$ cat src/rtl/ula_pkg.sv
// Shared op codes, FSM states and helpers for the ULA_LO sequencer.
package ula_pkg;

   localparam logic [4:0] OP_SHL   = 5'b01000;
   localparam logic [4:0] OP_SAR   = 5'b01001;
   localparam logic [4:0] OP_ZERO  = 5'b10000;
   localparam logic [4:0] OP_AND   = 5'b10001;
   localparam logic [4:0] OP_PASSB = 5'b10011;
   localparam logic [4:0] OP_PASSA = 5'b10101;
   localparam logic [4:0] OP_XOR   = 5'b10110;
   localparam logic [4:0] OP_ONE   = 5'b11111;

   typedef enum logic [1:0] {
      IDLE,
      RUN,
      DONE
   } state_t;

   function automatic logic is_shift(input logic [4:0] op);
      return (op == OP_SHL) || (op == OP_SAR);
   endfunction

   function automatic logic is_valid_op(input logic [4:0] op);
      return op[4] || is_shift(op);
   endfunction

endpackage

$ cat src/rtl/ula_lo_ctrl_if.sv
// Request/response handshake bundle between issue logic and the sequencer.
interface ula_lo_ctrl_if #(
   parameter int BITS = 8
);
   localparam int CW = $clog2(BITS + 1);

   logic            req_valid;
   logic            req_ready;
   logic [BITS-1:0] req_a;
   logic [BITS-1:0] req_b;
   logic [4:0]      req_op;
   logic [CW-1:0]   req_cnt;
   logic            clr;
   logic            rsp_valid;
   logic            rsp_ready;
   logic [BITS-1:0] rsp_resu;
   logic            rsp_c;
   logic            rsp_s;
   logic            rsp_z;
   logic            rsp_o;
   logic            rsp_err;

   modport master (
      output req_valid, req_a, req_b, req_op, req_cnt,
      output clr, rsp_ready,
      input  req_ready, rsp_valid, rsp_resu,
      input  rsp_c, rsp_s, rsp_z, rsp_o, rsp_err
   );

   modport slave (
      input  req_valid, req_a, req_b, req_op, req_cnt,
      input  clr, rsp_ready,
      output req_ready, rsp_valid, rsp_resu,
      output rsp_c, rsp_s, rsp_z, rsp_o, rsp_err
   );

endinterface

$ cat src/rtl/ula_lo.sv
// Logic-only ALU: single-step shifts plus a 16-function bitwise unit.
module ula_lo
   import ula_pkg::*;
#(
   parameter int BITS = 8
) (
   input  logic [BITS-1:0] a,
   input  logic [BITS-1:0] b,
   input  logic [4:0]      op,
   output logic [BITS-1:0] resu
);

   logic [3:0] lop;

   assign lop = op[3:0];

   // Logic ops: op[3:0] is a truth table indexed by {~b, ~a} per bit
   always_comb begin
      resu = '0;
      unique case (1'b1)
         op == OP_SHL: resu = {a[BITS-2:0], 1'b0};
         op == OP_SAR: resu = {a[BITS-1], a[BITS-1:1]};
         op[4]: begin
            for (int i = 0; i < BITS; i++) begin
               resu[i] = lop[{~b[i], ~a[i]}];
            end
         end
         default: resu = '0;
      endcase
   end

endmodule

$ cat src/rtl/ula_lo_ctrl.sv
// Multi-cycle sequencer around ULA_LO: iterates shifts, returns
// result and flags over a valid/ready response channel.
module ula_lo_ctrl
   import ula_pkg::*;
#(
   parameter int BITS = 8
) (
   input logic          clk,
   input logic          rst_n,
   ula_lo_ctrl_if.slave bus
);

   localparam int CW = $clog2(BITS + 1);

   state_t          state;
   logic [BITS-1:0] wa;
   logic [BITS-1:0] wb;
   logic [4:0]      wop;
   logic [CW-1:0]   wcnt;
   logic            wc;

   logic            req_ready;
   logic            rsp_valid;
   logic [BITS-1:0] rsp_resu;
   logic            rsp_c;
   logic            rsp_s;
   logic            rsp_z;
   logic            rsp_err;

   logic [BITS-1:0] alu_resu;
   logic            shift;
   logic            step;
   logic            last;
   logic            step_c;

   logic [BITS-1:0] fin_resu;
   logic            fin_c;
   logic            fin_s;
   logic            fin_z;
   logic            fin_err;
   logic            std_logic_op;

   ula_lo #(
      .BITS(BITS)
   ) u_alu (
      .a   (wa),
      .b   (wb),
      .op  (wop),
      .resu(alu_resu)
   );

   assign shift  = is_shift(wop);
   assign step   = shift && (wcnt != '0);
   assign last   = !shift || (wcnt <= CW'(1));
   assign step_c = (wop == OP_SHL) ? wa[BITS-1] : wa[0];

   assign std_logic_op = wop[4] && (wop != OP_ZERO)
                      && (wop != OP_PASSB) && (wop != OP_ONE);

   always_comb begin
      fin_resu = rsp_resu;
      fin_c    = rsp_c;
      fin_s    = rsp_s;
      fin_z    = rsp_z;
      fin_err  = 1'b0;
      unique case (1'b1)
         shift: begin
            fin_resu = step ? alu_resu : wa;
            fin_c    = step ? step_c : wc;
            fin_s    = fin_resu[BITS-1];
            fin_z    = (fin_resu == '0);
         end
         std_logic_op: begin
            fin_resu = alu_resu;
            fin_c    = 1'b0;
            fin_s    = alu_resu[BITS-1];
            fin_z    = (alu_resu == '0);
         end
         wop == OP_ZERO: begin
            fin_resu = alu_resu;
            fin_c    = 1'b0;
            fin_z    = (alu_resu == '0);
         end
         (wop == OP_PASSB) || (wop == OP_ONE): begin
            fin_resu = alu_resu;
            fin_c    = 1'b0;
         end
         default: begin
            fin_resu = '0;
            fin_err  = 1'b1;
         end
      endcase
   end

   always_ff @(posedge clk or negedge rst_n) begin
      if (!rst_n) begin
         state     <= IDLE;
         wa        <= '0;
         wb        <= '0;
         wop       <= '0;
         wcnt      <= '0;
         wc        <= 1'b0;
         req_ready <= 1'b1;
         rsp_valid <= 1'b0;
         rsp_resu  <= '0;
         rsp_c     <= 1'b0;
         rsp_s     <= 1'b0;
         rsp_z     <= 1'b0;
         rsp_err   <= 1'b0;
      end else begin
         unique case (state)
            IDLE: begin
               if (bus.req_valid) begin
                  wa        <= bus.req_a;
                  wb        <= bus.req_b;
                  wop       <= bus.req_op;
                  wcnt      <= (bus.req_cnt > CW'(BITS)) ?
                               CW'(BITS) : bus.req_cnt;
                  wc        <= 1'b0;
                  rsp_err   <= 1'b0;
                  req_ready <= 1'b0;
                  state     <= RUN;
               end
            end
            RUN: begin
               if (bus.clr) begin
                  req_ready <= 1'b1;
                  state     <= IDLE;
               end else begin
                  if (step) begin
                     wa   <= alu_resu;
                     wc   <= step_c;
                     wcnt <= wcnt - CW'(1);
                  end
                  if (last) begin
                     rsp_resu  <= fin_resu;
                     rsp_c     <= fin_c;
                     rsp_s     <= fin_s;
                     rsp_z     <= fin_z;
                     rsp_err   <= fin_err;
                     rsp_valid <= 1'b1;
                     state     <= DONE;
                  end
               end
            end
            DONE: begin
               if (bus.rsp_ready) begin
                  rsp_valid <= 1'b0;
                  req_ready <= 1'b1;
                  state     <= IDLE;
               end
            end
            default: state <= IDLE;
         endcase
      end
   end

   assign bus.req_ready = req_ready;
   assign bus.rsp_valid = rsp_valid;
   assign bus.rsp_resu  = rsp_resu;
   assign bus.rsp_c     = rsp_c;
   assign bus.rsp_s     = rsp_s;
   assign bus.rsp_z     = rsp_z;
   assign bus.rsp_o     = 1'b0;
   assign bus.rsp_err   = rsp_err;

endmodule

$ cat src/flat_wrapper.sv
// flat-port wrapper written by rule: the top's interface ports become plain ports
module ula_lo_ctrl_flat import ula_pkg::*;
#(
   parameter int BITS = 8
)
  (clk, rst_n, bus_req_valid, bus_req_a, bus_req_b, bus_req_op, bus_req_cnt, bus_clr, bus_rsp_ready, bus_req_ready, bus_rsp_valid, bus_rsp_resu, bus_rsp_c, bus_rsp_s, bus_rsp_z, bus_rsp_o, bus_rsp_err);
  ula_lo_ctrl_if #(.BITS(BITS)) bus_i ();
  input logic clk;
  input logic rst_n;
  input wire logic [$bits(bus_i.req_valid)-1:0] bus_req_valid;
  input wire logic [$bits(bus_i.req_a)-1:0] bus_req_a;
  input wire logic [$bits(bus_i.req_b)-1:0] bus_req_b;
  input wire logic [$bits(bus_i.req_op)-1:0] bus_req_op;
  input wire logic [$bits(bus_i.req_cnt)-1:0] bus_req_cnt;
  input wire logic [$bits(bus_i.clr)-1:0] bus_clr;
  input wire logic [$bits(bus_i.rsp_ready)-1:0] bus_rsp_ready;
  output wire logic [$bits(bus_i.req_ready)-1:0] bus_req_ready;
  output wire logic [$bits(bus_i.rsp_valid)-1:0] bus_rsp_valid;
  output wire logic [$bits(bus_i.rsp_resu)-1:0] bus_rsp_resu;
  output wire logic [$bits(bus_i.rsp_c)-1:0] bus_rsp_c;
  output wire logic [$bits(bus_i.rsp_s)-1:0] bus_rsp_s;
  output wire logic [$bits(bus_i.rsp_z)-1:0] bus_rsp_z;
  output wire logic [$bits(bus_i.rsp_o)-1:0] bus_rsp_o;
  output wire logic [$bits(bus_i.rsp_err)-1:0] bus_rsp_err;
  assign bus_i.req_valid = bus_req_valid;
  assign bus_i.req_a = bus_req_a;
  assign bus_i.req_b = bus_req_b;
  assign bus_i.req_op = bus_req_op;
  assign bus_i.req_cnt = bus_req_cnt;
  assign bus_i.clr = bus_clr;
  assign bus_i.rsp_ready = bus_rsp_ready;
  assign bus_req_ready = bus_i.req_ready;
  assign bus_rsp_valid = bus_i.rsp_valid;
  assign bus_rsp_resu = bus_i.rsp_resu;
  assign bus_rsp_c = bus_i.rsp_c;
  assign bus_rsp_s = bus_i.rsp_s;
  assign bus_rsp_z = bus_i.rsp_z;
  assign bus_rsp_o = bus_i.rsp_o;
  assign bus_rsp_err = bus_i.rsp_err;
  ula_lo_ctrl #(.BITS(BITS)) u_core (.clk(clk), .rst_n(rst_n), .bus(bus_i));
endmodule
$ cat config.mk
export PLATFORM = sky130hd
export DESIGN_NAME = ula_lo_ctrl_flat
export DESIGN_NICKNAME = d
export VERILOG_FILES = /design/src/rtl/ula_pkg.sv /design/src/rtl/ula_lo_ctrl_if.sv /design/src/rtl/ula_lo.sv /design/src/rtl/ula_lo_ctrl.sv /design/src/flat_wrapper.sv
export SDC_FILE = /design/constraint.sdc
export NUM_CORES = 1
export LEC_CHECK = 0
export CORE_AREA = 2 2 73 75
export CTS_CLUSTER_SIZE = 20
export DETAILED_ROUTE_END_ITERATION = 10
export DIE_AREA = 0 0 75 77
export PLACE_DENSITY = 0.83
export SYNTH_ARGS = -nofsm -noshare
export SYNTH_HDL_FRONTEND = slang
export SYNTH_HIERARCHICAL = 1
export SYNTH_SLANG_ARGS = --single-unit
$ cat constraint.sdc
create_clock -name clk -period 3.3 [get_ports clk]
set_clock_uncertainty 0.05 [all_clocks]
set_input_delay 0.33 -clock clk [delete_from_list [all_inputs] [get_ports clk]]
set_output_delay 0.33 -clock clk [all_outputs]
set_load 0.005 [all_outputs]
==> flow_summary.yaml, run 1 <==
global_route:
  grt_pass1_vias: 1931
  top_usage_layer: "met1"
  grt_use_met2_pct: 31.2
  overflow: 0
  grt_antenna_before_repair: 0
  grt_use_total_pct: 21.6
  grt_use_met3_pct: 4.07
  grt_max_degree: 43
  grt_pass1_wl_mm: 9.67
  grt_use_met1_pct: 31.8
timing:
  worstMarginPinSlew_ns: 0.922
  hold_violations: 0
  holdWs_ns: 0.118
  rsz0062_at_grt: "no"
  period_share_pct: 77.9
  finalSetupViolations: 0
  max_freq_ghz: 0.389
  slew_viol_final: 0
  tns_ns: 0
  fin_crit_ns: 2.57
  slew_headroom_pct: 38.5
yosys:
  async_reset_ff_share_pct: 100
  avgSynthCellArea_um2: 10.6
  synthAdderAreaFrac_pct: 2.96
  yosysWarnings: 6
  synthSimpleGateAreaFrac_pct: 11.1
  synth.distinct_cells: 49
  ys_ff_latch: 42
  synth_top_area_share_pct: 40.5
  yosysMostFrequentCell: "dfrtp_1"
  ys_seq_area_share_pct: 41.5
  synth_mux_area_share_pct: 16.6
  synth_edf_count: 0
  synth_compound_area_share_pct: 23.5
  syn_area_um2: 2540
  synth_xor_area_share_pct: 0.345
  yosys-top-cells-area: "dfrtp_1, mux4_1, mux2_2"
  ys_top_cells_by_count: "dfrtp_1, a21oi_1, mux2_2, o22ai_1, nand2_1"
  syn_nets: 275
  synth_top_family_by_area: "compound AO/OA/AOI/OAI gates"
  yosysTopAreaCell: "dfrtp_1"
  synthCells: 239
  ys.flop_type: "dfrtp_1"
worst_setup_path:
  r2r_start: "u_core/wop[1]"
  slowest_delay_ns: 0.54
  crit_arrival_ns: 2.71
  cp_slowest_cell: "dfrtp_1"
  r2r_end: "u_core/bus.rsp_z"
  cp.required_ns: 3.44
  cp_cell_sequence: "mux4_1 > and2_1 > a221o_1 > nor4_1 > nand2_1 > mux2_2 > o31ai_1"
  ff2ff_setup_slack_ns: 0.73
  cp-end-kind: "register"
  reg2reg_depth: 7
  crit_path_start_kind: "register"
  cp_max_fo: 16
  crit_type: "register to register"
drt:
  drc: 0
  drt_iter0_drc: 272
  drtAntennaViolNets: 0
  avgRoutedWirePerCell_um: 16.1
  vias: 2091
  dr.pass1.iters: 4
  wl_mm: 5.61
  via_per_inst: 5.99
power_and_ir_drop:
  switching_share_pct: 41.0
  seqPwrFrac_pct: 36.0
  power_density_nw_per_um2: 997
  switching_power_mw: 1.26
  max-vdd-ir-drop_uv: 458
  cellLeakagePower_nw: 1.24
  pwr-share-clk_pct: 11.1
  combPwrFrac_pct: 52.8
  p_int_mw: 1.82
cts:
  postCtsSetupRepairBufs: 0
  clkSinkCount: 42
  clockBufferDepth: 2
  cts_hold_buf: 0
  cts_buffers: 5
  path_clk_slew_ns: 0.08
  cts_tree: "built"
  worstSkewPairLatency_ns: 0.29
  cts_resized: 0
  cts-root-buf: "clkbuf_8"
  cts-htree-levels: 2
floorplan:
  fp.dieH_um: 77
  io-pin-count: 45
  rows: 26
  die_x_um: 75
  fp.dieArea_um2: 5780
  core_area_um2: 4980
  start_util_pct: 51.0
job:
  cap_violations: 0
placement:
  place_hpwl_mm: 3.99
  io_buffer_count: 43
  place_congestion: 0.849
  dpl_cell_area_um2: 3000
layout:
  multi_input_area_um2: 1390
  fin_nets: 314
  syn2layout_area_growth_pct: 21.7
  fin_area_um2: 3090
  regArea_um2: 1050
  drive_above_1_share_pct: 12.9
  fillers: 423
  antenna_cells: 0
outcome:
  outcome: "complete, no violations"
worst_hold_path:
  hp-class: "input pin to asynchronous set/reset pin"
cell type report:
class | instances | area share (%)
inverters | 8 | 0.973
multi-input cells | 176 | 44.9
clock inverters | 1 | 0.162
clock buffers | 7 | 2.80
well taps | 70 | 2.84
repair buffers | 45 | 14.3
flip-flops and latches | 42 | 34.1
registers in the layout, indices dropped and copies added (netlist names), 2 cells and up:
signal               flops
u_core/wa                8
u_core/bus.rsp_resu      8
u_core/wop               5
u_core/wcnt              4
u_core/wb                8
u_core/state             2
power by group through the flow:
stage | sequential [mW] | clock [mW] | combinational [mW]
finish | 1.11 | 0.343 | 1.63
global route | 1.16 | 0.381 | 1.80
CTS | 1.10 | 0.355 | 1.62
detailed placement | 1.11 | 0 | 1.62
global placement | 1.09 | 0 | 1.57
floorplan | 0.998 | 0 | 1.26
worst max-delay path: cells and delay by family (launching register included):
family | cells | cell delay [ns]
and+or+nand+nor | 3 | 0.56
DFF | 1 | 0.54
muxes | 2 | 0.80
AOI/OAI and AO/OA | 2 | 0.52
how the worst max path moves through the flow:
stage,from,to,slack [ns],cells after the start
2_1_floorplan,u_core/wa[7],u_core/bus.rsp_z,0.96,7
3_3_place_gp,u_core/wa[2],u_core/bus.rsp_z,0.86,7
3_5_place_dp,u_core/wop[2],u_core/bus.rsp_z,0.75,7
4_1_cts,u_core/wop[2],u_core/bus.rsp_z,0.73,7
5_1_grt,u_core/wop[2],u_core/bus.rsp_z,0.53,7
6_report,u_core/wop[1],u_core/bus.rsp_z,0.73,7
kinds of logic (layout without fill, tap and decap cells):
logic type	Yosys count	count (layout)
AOI/OAI and AO/OA	89	89
xor gates and xnor gates	1	1
adders and majority gates	6	6
buffers and inverters	21	61
DFF	42	42
muxes	27	27
other	1	1
and+or+nand+nor	52	52
metal layers:
| metal | share of wire [%] | up-vias | wire length [um] |
|---|---|---|---|
| li1 | - | 1006 | - |
| met1 | 44 | 1003 | 2470 |
| met2 | 48 | 73 | 2700 |
| met3 | 5.9 | 9 | 332 |
| met4 | 1.8 | 0 | 101 |
| met5 | 0 | - | 0 |
stage by stage:
step,setup WS (ns),util (%),instances,power [mW]
after CTS,0.735,62.0,349,3.08
after detailed placement,0.748,60.2,341,2.73
after global placement,0.857,60.2,341,2.66
after floorplan,0.962,-,239,2.26
final,0.730,62.0,349,3.08
after global routing,0.529,62.0,349,3.34
placed cells by master, fill, tap and decap left out, drive strengths merged, types with 2 or more instances in the layout:
master and n:
a21o 2, a21oi 20, a221o 7, a22o 2, a22oi 10, a2bb2oi 2
a31oi 2, and2 7, buf 3, clkbuf 7, clkdlybuf4s50 42, dfrtp 41
ha 6, inv 8, mux2 17, mux2i 2, mux4 8, nand2 17
nand2b 2, nor2 9, nor2b 2, nor3 2, nor3b 2, nor4 5
o21a 3, o21ai 16, o22ai 17, o31ai 3, or2 2
Note: power is estimated with default switching activity, not from simulation.
==> inputs of run 2 (changes only) <==
Clock period 3.3 ns to 2.4 ns, I/O delays scaled along.
==> run 2 against run 1 <==
Setup slack worse by 0.68 ns. Final cell count is 6.0% higher. Register-to-register slack worse by 0.68 ns. Die area stayed put. Combinational power is 74% higher. First-iteration DRC count is 36% lower. Largest cell class unchanged.
==> flow_summary.yaml, run 2 (synthesized netlist as in run 1, its figures left out) <==
cts:
  cts_hold_buf: 0
  cts-htree-levels: 2
  cts_tree: "built"
  clockBufferDepth: 2
  path_clk_slew_ns: 0.08
  cts_buffers: 5
  worstSkewPairLatency_ns: 0.29
  clkSinkCount: 42
  cts-root-buf: "clkbuf_8"
layout:
  drive_above_1_share_pct: 22.3
  reg_top3: "u_core/bus.rsp_resu: 8 flops, u_core/wa: 8 flops, u_core/wb: 8 flops"
  syn2layout_area_growth_pct: 29.2
  antenna_cells: 0
  instances_no_fill: 370
  final_cell_mix: "clkdlybuf4s50_1, dfrtp_1, buf_4"
  fillers: 395
  fin_area_um2: 3280
  final_common_cell: "clkdlybuf4s50_1"
  fin_nets: 335
  post-route-util_pct: 65.8
timing:
  slew_viol_final: 0
  hold_violations: 0
  worstMarginPinSlew_ns: 0.901
  tns_ns: 0
  finalSetupViolations: 0
  max_freq_ghz: 0.425
  rsz0062_at_grt: "yes"
  fin_crit_ns: 2.35
  period_share_pct: 98.1
  slew_headroom_pct: 39.9
global_route:
  grt_pass1_vias: 2045
  grt_antenna_before_repair: 1
  overflow: 0
  grt_max_degree: 43
  grt_use_total_pct: 21.5
  grt_pass1_wl_mm: 9.74
floorplan:
  fp.dieArea_um2: 5780
  fp.dieH_um: 77
  start_util_pct: 51.0
  die_x_um: 75
  core_area_um2: 4980
  io-pin-count: 45
  rows: 26
placement:
  placed_cells: 360
  place_congestion: 0.943
  place_hpwl_mm: 4.37
  dpl_cell_area_um2: 3140
  io_buffer_count: 43
drt:
  wl_mm: 5.93
  vias: 2179
  drtAntennaViolNets: 0
  drt_iter0_drc: 175
  dr.pass1.iters: 4
  via_per_inst: 5.89
  avgRoutedWirePerCell_um: 16.0
  drc: 0
job:
  cap_violations: 0
worst_setup_path:
  crit_arrival_ns: 2.51
  crit_path_start_kind: "register"
  cp.required_ns: 2.56
  cp_max_fo: 8
  crit_type: "register to register"
  cp-end-kind: "register"
outcome:
  outcome: "complete, no violations"
power_and_ir_drop:
  power_density_nw_per_um2: 1440
  cellLeakagePower_nw: 1.34
  max-vdd-ir-drop_uv: 747
worst_hold_path:
  hp-class: "input pin to asynchronous set/reset pin"
run 2: cell types whose count changed in the layout (fill, tap and decap cells not counted):
cell / change
buf_4: +21
bufinv_16: +1
clkbuf_1: -1
clkbuf_8: -1
clkinv_2: +1
dfrtp_1: -4
dfrtp_2: +4
mux4_1: -2
mux4_2: +2
nor4_1: -2
nor4_2: +2
or4b_1: -1
or4b_4: +1
run 2: timing repair:
| action | in CTS | in global routing |
|---|---|---|
| endpoints found under the setup margin | 0 | 7 |
| resized for setup | 0 | 9 |
| buffers inserted | 0 | 2 |
run 2: layer usage:
metal	up-vias	track usage [%]	wire, um
met5	-	0	8
li1	1042	-	-
met4	2	5.71	53
met1	1059	31.6	2700
met3	7	4.34	338
met2	69	32.2	2830
run 2: path summary, 6_finish.rpt:
check,end,cells past startpoint,slack (ns),startpoint
worst max-delay path,u_core/bus.rsp_z,7,0.05,u_core/wop[0]
worst min-delay path,u_core/wa[6],1,0.02,rst_n
worst max register to register,u_core/bus.rsp_z,7,0.05,u_core/wop[0]
worst min register to register,u_core/bus.rsp_resu[0],2,0.44,u_core/bus.rsp_resu[0]
max in group asynchronous,u_core/wop[0],1,1.67,rst_n
min in group clk,u_core/bus.rsp_resu[0],2,0.44,u_core/bus.rsp_resu[0]
run 2: worst max-delay path, stage by stage (launching register included):
cell     delay [ns]
dfrtp_2        0.45
mux4_2         0.47
and2_1         0.17
a221o_1        0.30
nor4_2         0.30
nand2_1        0.08
mux2_2         0.27
o31ai_1        0.18
run 2: through the flow:
step / total power [mW] / hold slack, ns / setup slack, ns
after detailed placement: 4.02 / 0.378 / 0.0394
after global routing: 5.07 / 0.102 / -0.0771
after floorplan: 3.11 / -0.106 / 0.0624
final: 4.73 / 0.0170 / 0.0464
after global placement: 3.93 / 0.371 / 0.0905
after CTS: 4.60 / 0.0524 / 0.0368
run 2: final cells by class:
type / instances / area, um2 / share of cell area, %
Inverter: 8 / 30.0 / 0.917
Timing Repair Buffer: 66 / 598 / 18.3
Tap cell: 70 / 87.6 / 2.67
Sequential cell: 42 / 1060 / 32.3
Clock buffer: 5 / 68.8 / 2.10
Clock inverter: 3 / 40.0 / 1.22
Multi-Input combinational cell: 176 / 1390 / 42.6
run 2: where the power goes:
part,internal (mW),leakage [nW],switching [mW]
clock,0.306,0.0579,0.246
sequential,1.06,0.509,0.294
combinational,1.49,0.772,1.34
